===== config.mk =====
export PLATFORM = sky130hd
export DESIGN_NAME = fir_chan_ingest
export DESIGN_NICKNAME = d
export VERILOG_FILES = /design/src/rtl/fir_ingest_pkg.sv /design/src/rtl/fir_toggle_sync.sv /design/src/rtl/fir_chan_ingest.sv
export SDC_FILE = /design/constraint.sdc
export NUM_CORES = 1
export LEC_CHECK = 0
export ABC_AREA = 0
export BUFFER_PORTS_ARGS = -buffer_cell sky130_fd_sc_hd__buf_2
export CAP_MARGIN = 20
export CORE_MARGIN = 2
export CORE_UTILIZATION = 60
export CTS_BUF_LIST = sky130_fd_sc_hd__clkbuf_4
export CTS_CLUSTER_SIZE = 14
export DETAILED_ROUTE_END_ITERATION = 16
export PLACE_DENSITY_LB_ADDON = 0.1
export RECOVER_POWER = 50
export SYNTH_ARGS = -nofsm -noshare
export SYNTH_HDL_FRONTEND = slang
export SYNTH_SLANG_ARGS = --single-unit
export TNS_END_PERCENT = 10

===== constraint.sdc =====
create_clock -name iClk -period 3.76 [get_ports iClk]
set_input_delay 0.752 -clock iClk [delete_from_list [all_inputs] [get_ports iClk]]
set_output_delay 0.752 -clock iClk [all_outputs]
set_load 0.01 [all_outputs]

===== src/rtl/fir_ingest_pkg.sv =====
// Shared defaults and helpers for the FIR engine input front-end.
// Channel slicing works on a bus padded to the largest supported configuration.
package fir_ingest_pkg;

  localparam int DEF_NUM_CH      = 5;
  localparam int DEF_DATA_W      = 18;
  localparam int DEF_SYNC_STAGES = 2;
  localparam int DEF_LOG2DEPTH   = 2;
  localparam int DEF_CH_SEL_W    = 4;

  localparam int NO_CHANNEL = 0;
  localparam int MAX_CH     = 15;
  localparam int MAX_DATA_W = 32;
  localparam int MAX_BUS_W  = MAX_CH * MAX_DATA_W;

  // Returns channel ch of a packed bus of w-bit lanes; caller truncates to its width.
  function automatic logic [MAX_DATA_W-1:0] ch_slice(input logic [MAX_BUS_W-1:0] bus,
                                                     input int unsigned ch,
                                                     input int unsigned w);
    logic [MAX_BUS_W-1:0] shifted;
    shifted = bus >> (ch * w);
    return MAX_DATA_W'(shifted);
  endfunction

endpackage


===== src/rtl/fir_toggle_sync.sv =====
// One channel's toggle synchroniser with edge detect; events are masked until armed.
// The previous-value register always follows the last stage so arming absorbs idle levels.
module fir_toggle_sync
  import fir_ingest_pkg::*;
#(
  parameter int SYNC_STAGES = DEF_SYNC_STAGES
) (
  input  logic iClk,
  input  logic iRst,
  input  logic iToggle,
  input  logic iArmed,
  output logic oEvent
);

  logic [SYNC_STAGES-1:0] r_sync;
  logic                   r_prev;

  always_ff @(posedge iClk) begin
    if (iRst) begin
      r_sync <= '0;
      r_prev <= 1'b0;
    end else begin
      r_sync <= {r_sync[SYNC_STAGES-2:0], iToggle};
      r_prev <= r_sync[SYNC_STAGES-1];
    end
  end

  assign oEvent = iArmed & (r_sync[SYNC_STAGES-1] ^ r_prev);

endmodule


===== src/rtl/fir_chan_ingest.sv =====
// Multichannel input front-end: toggle-synchronised capture into per-channel FIFOs,
// read by 1-based channel select, with sticky overflow/underflow status.
module fir_chan_ingest
  import fir_ingest_pkg::*;
#(
  parameter int NUM_CH      = DEF_NUM_CH,
  parameter int DATA_W      = DEF_DATA_W,
  parameter int SYNC_STAGES = DEF_SYNC_STAGES,
  parameter int LOG2DEPTH   = DEF_LOG2DEPTH,
  parameter int CH_SEL_W    = DEF_CH_SEL_W
) (
  input  logic                       iClk,
  input  logic                       iRst,
  input  logic [NUM_CH-1:0]          iDataChanged,
  input  logic [NUM_CH*DATA_W-1:0]   iData,
  input  logic [CH_SEL_W-1:0]        iRdCh,
  input  logic                       iRdEn,
  output logic [DATA_W-1:0]          oRdData,
  output logic                       oRdValid,
  output logic [NUM_CH-1:0]          oPending,
  output logic [NUM_CH-1:0]          oOverflow,
  output logic [NUM_CH-1:0]          oUnderflow,
  input  logic                       iClrStatus
);

  localparam int PW    = LOG2DEPTH + 1;
  localparam int ARM_W = $clog2(SYNC_STAGES + 2);

  logic [ARM_W-1:0]     r_arm_cnt;
  logic                 w_armed;
  logic [MAX_BUS_W-1:0] w_bus;
  logic                 w_rd_sel_ok;
  logic [CH_SEL_W-1:0]  w_rd_idx;
  logic [NUM_CH-1:0]    w_event, w_empty, w_full, w_rd_hit;
  logic [NUM_CH-1:0]    w_do_rd, w_do_wr, w_ovf_set, w_unf_set;
  logic [DATA_W-1:0]    w_head [NUM_CH];
  logic [DATA_W-1:0]    w_rd_mux;
  logic [DATA_W-1:0]    r_rd_data;
  logic                 r_rd_valid;
  logic [NUM_CH-1:0]    r_ovf, r_unf, r_ovf_pend, r_unf_pend;

  // Arming: suppress events until the sync chain and prev register have settled
  always_ff @(posedge iClk) begin
    if (iRst)                  r_arm_cnt <= ARM_W'(SYNC_STAGES + 1);
    else if (r_arm_cnt != '0)  r_arm_cnt <= r_arm_cnt - 1'b1;
  end
  assign w_armed = (r_arm_cnt == '0);

  assign w_bus       = MAX_BUS_W'(iData);
  assign w_rd_sel_ok = iRdEn && (iRdCh != CH_SEL_W'(NO_CHANNEL)) && (iRdCh <= CH_SEL_W'(NUM_CH));
  assign w_rd_idx    = iRdCh - 1'b1;

  for (genvar n = 0; n < NUM_CH; n++) begin : g_ch
    logic [DATA_W-1:0] r_mem [2**LOG2DEPTH];
    logic [PW-1:0]     r_wp, r_rp;
    logic [DATA_W-1:0] w_cap;

    fir_toggle_sync #(.SYNC_STAGES(SYNC_STAGES)) u_sync (
      .iClk    (iClk),
      .iRst    (iRst),
      .iToggle (iDataChanged[n]),
      .iArmed  (w_armed),
      .oEvent  (w_event[n])
    );

    assign w_cap        = DATA_W'(ch_slice(w_bus, n, DATA_W));
    assign w_empty[n]   = (r_wp == r_rp);
    assign w_full[n]    = (r_wp[PW-1] != r_rp[PW-1]) &&
                          (r_wp[LOG2DEPTH-1:0] == r_rp[LOG2DEPTH-1:0]);
    assign w_rd_hit[n]  = w_rd_sel_ok && (w_rd_idx == CH_SEL_W'(n));
    assign w_do_rd[n]   = w_rd_hit[n] && !w_empty[n];
    assign w_unf_set[n] = w_rd_hit[n] && w_empty[n];
    // A same-edge read frees the slot a full FIFO needs; an empty FIFO never bypasses
    assign w_do_wr[n]   = w_event[n] && (!w_full[n] || w_do_rd[n]);
    assign w_ovf_set[n] = w_event[n] && w_full[n] && !w_do_rd[n];
    assign w_head[n]    = r_mem[r_rp[LOG2DEPTH-1:0]];

    always_ff @(posedge iClk) begin
      if (iRst) begin
        r_wp <= '0;
        r_rp <= '0;
      end else begin
        if (w_do_wr[n]) r_wp <= r_wp + 1'b1;
        if (w_do_rd[n]) r_rp <= r_rp + 1'b1;
      end
    end

    always_ff @(posedge iClk) begin
      if (w_do_wr[n]) r_mem[r_wp[LOG2DEPTH-1:0]] <= w_cap;
    end
  end

  always_comb begin
    w_rd_mux = '0;
    for (int n = 0; n < NUM_CH; n++) begin
      if (w_do_rd[n]) w_rd_mux = w_head[n];
    end
  end

  // Read output stage
  always_ff @(posedge iClk) begin
    if (iRst) begin
      r_rd_data  <= '0;
      r_rd_valid <= 1'b0;
    end else begin
      r_rd_valid <= |w_do_rd;
      if (|w_do_rd) r_rd_data <= w_rd_mux;
    end
  end

  // Sticky status: a clear wins this edge, but a coincident set re-arms one edge later
  always_ff @(posedge iClk) begin
    if (iRst) begin
      r_ovf      <= '0;
      r_unf      <= '0;
      r_ovf_pend <= '0;
      r_unf_pend <= '0;
    end else if (iClrStatus) begin
      r_ovf      <= '0;
      r_unf      <= '0;
      r_ovf_pend <= w_ovf_set;
      r_unf_pend <= w_unf_set;
    end else begin
      r_ovf      <= r_ovf | w_ovf_set | r_ovf_pend;
      r_unf      <= r_unf | w_unf_set | r_unf_pend;
      r_ovf_pend <= '0;
      r_unf_pend <= '0;
    end
  end

  assign oRdData    = r_rd_data;
  assign oRdValid   = r_rd_valid;
  assign oPending   = ~w_empty;
  assign oOverflow  = r_ovf;
  assign oUnderflow = r_unf;

endmodule


==> impl_metrics.tcl <==
set metrics [dict create \
    start_util_pct 60.7 \
    cp.required_ns 4.27 \
    ys_warn_count 0 \
    cts.clk_slew.worst_paths_ns 0.06 \
    dr.pass1.iters 5 \
    synthCells 935 \
    numCtsBuffers 111 \
    cts.sinks 456 \
    ctsResizeCount 0 \
    grt_usage_pct 23.5 \
    p_total_uw 9560 \
    synth_fp_nets 1064 \
    die_h_microns 174 \
    dpl_worst_slack_ns 0.730 \
    vdd_drop_max_v 0.000284 \
    final_cell_mix "edfxtp_1, clkbuf_4, dfxtp_1, clkbuf_1, mux4_2" \
    h-tree-depth 3 \
    io_buffer_count 136 \
    clock_skew_ns 0.0316 \
    drv_slew 39 \
    leakagePower_uw 0.00665 \
    cts_tree "built" \
    reg2reg_slack_ns 0.99 \
    fin_ws_ns 0.903 \
    insertion_delay_ns 0.72 \
    die_w_microns 174 \
    globalRouteOverflowTotal 0 \
    synth_cell_types 40 \
    layout-drive-gt1-share_pct 28.4 \
    vias 9342 \
    hold_buffers 0 \
    finalHoldViolations 0 \
    failed_checks "capacitance limit, slew limit" \
    maxCapViolations 1 \
    yosysSeqAreaShare_pct 73.2 \
    clock_path_buffers 3 \
    worstMarginPinSlew_ns 1.87 \
    syn_avg_cell_area_sq_um 18.6 \
    power.density_mw_per_mm2 479 \
    worstPathArrival_ns 3.37 \
    dp_hpwl_mm 23.6 \
    fmax_ghz 0.350 \
    layout.nets 1305 \
    fin_crit_ns 2.86 \
    syn_to_final_growth_pct 14.8 \
    wl_per_cell_microns 21.3 \
    ios 137 \
    synth.cell_area_sq_mm 0.0174 \
    slew_headroom_pct -24.7 \
    first_global_vias 9573 \
    cts_root_buffer "clkbuf_4" \
    end_kind "flip-flop" \
    critical_path_class "input port to flip-flop" \
    grt_max_degree 40 \
    outcome "finished, violations left" \
    antenna_found_initial 1 \
    place_congestion 0.782 \
    cp-start-kind "input port" \
    dpl_cell_area_sq_mm 0.0187 \
    routed_via_density 5.67 \
    final_area_sq_mm 0.0200 \
    drt_iter0_drc 673 \
    rows 62 \
    cts_setup_buffers 0 \
    setup-tns-final_ns 0 \
    final_util_pct 69.7 \
    synth-seq-cells 456 \
    routed_wirelength_mm 35.1 \
    layout_commonest_cell "edfxtp_1" \
    ant_nets 0 \
    drc 0 \
    hold_path_class "input port to flip-flop" \
    core_sq_mm 0.0286 \
    rsz0062_at_grt "no" \
    fin_crit_sh_pct 76.0 \
    grt_pass1_wl_mm 53.3 \
    setup_viol 0 \
    critPathMaxFanout 38 \
    die_area_sq_mm 0.0304 \
]
-- flip-flops by register name, indices dropped and copies added, names as in the netlist, 5 cells and up, named ones only --
name / cells
g_ch.r_wp: 15
oUnderflow: 5
g_ch.u_sync.r_sync: 10
r_unf_pend: 5
g_ch.r_mem: 360
oRdData: 18
g_ch.r_rp: 15
oOverflow: 5
g_ch.u_sync.r_prev: 5
r_ovf_pend: 5
-- kinds of logic (layout without fill, tap and decap cells) --
kind of cell / Yosys count / count (layout) / synth area share, %
mux: 99 / 99 / 12.2
xor+xnor: 44 / 44 / 2.26
other cells: 0 / 2 / 0
simple gates: 149 / 149 / 4.28
fa+ha+maj: 26 / 26 / 1.87
flops: 456 / 456 / 73.2
buf+inv: 61 / 388 / 1.50
compound gates: 100 / 100 / 4.66
-- report_power, final --
group | leakage, uW | internal (uW) | switching (uW) | total [uW]
logic | 0.00182 | 68.4 | 130 | 199
clock network | 0.000821 | 2040 | 1850 | 3890
registers | 0.00401 | 5460 | 11.7 | 5470
total | 0.00665 | 7570 | 1990 | 9560
-- worst max-delay path: stages --
cell	delay, ns
clkbuf_1	1.03
clkbuf_1	1.42
nor2_1	0.15
-- synth_stat cells, drive strengths merged --
cell	instances	area, sq um
a21bo	1	10.0
a21boi	1	7.51
a21oi	23	115
a22o	17	149
a22oi	19	143
a311oi	24	260
a31oi	2	12.5
and2	18	113
and3	10	62.6
buf	20	106
clkbuf	26	97.6
dfxtp	96	1920
edfxtp	360	10800
ha	26	325
inv	15	56.3
mux2	1	11.3
mux2i	8	80.1
mux4	90	2030
nand2	18	67.6
nand2b	1	6.26
nand3	5	25.0
nand3b	3	22.5
nor2	45	169
nor2b	15	93.8
nor3	25	125
nor4	2	12.5
o2111ai	2	17.5
o311a	1	10.0
o31a	9	78.8
o31ai	1	7.51
or2	5	31.3
or3b	1	8.76
or4	1	7.51
xnor2	29	262
xor2	15	131
-- worst paths after layout --
| path | from | endpoint | depth (start not counted) |
|---|---|---|---|
| worst max-delay path | iRst | g_ch[3].r_rp[1] | 3 |
| worst min register to register | g_ch[3].u_sync.r_sync[0] | g_ch[3].u_sync.r_sync[1] | 1 |
| worst max register to register | g_ch[4].r_wp[0] | oRdData[10] | 5 |
| worst min-delay path | iDataChanged[4] | g_ch[4].u_sync.r_sync[0] | 2 |
-- layout make-up --
cell class / count / area, sq um
Inverter: 15 / 56.3
Clock buffer: 161 / 1210
Tap cell: 384 / 480
Sequential cell: 456 / 12700
Clock inverter: 38 / 194
Timing Repair Buffer: 174 / 833
Multi-Input combinational cell: 418 / 4450
Antenna cell: 2 / 5.00
Fill cell: 1952 / 8660
-- metrics by stage --
stage	hold WS, ns	std cells
finish	0.251	1648
global route	0.188	1648
CTS	0.151	1646
detailed placement	0.422	1447
global placement	0.417	1447
floorplan	0.414	935
-- per-layer routing --
layer	vias to the layer above	share of wire [%]	wire [microns]	global-route usage [%]
li1	4276	-	-	-
met1	4671	41	14400	31.7
met2	336	49	17200	38.0
met3	59	7.3	2570	5.56
met4	0	2.6	910	8.68
met5	-	0	0	0
(Power assumes the default switching activity.)
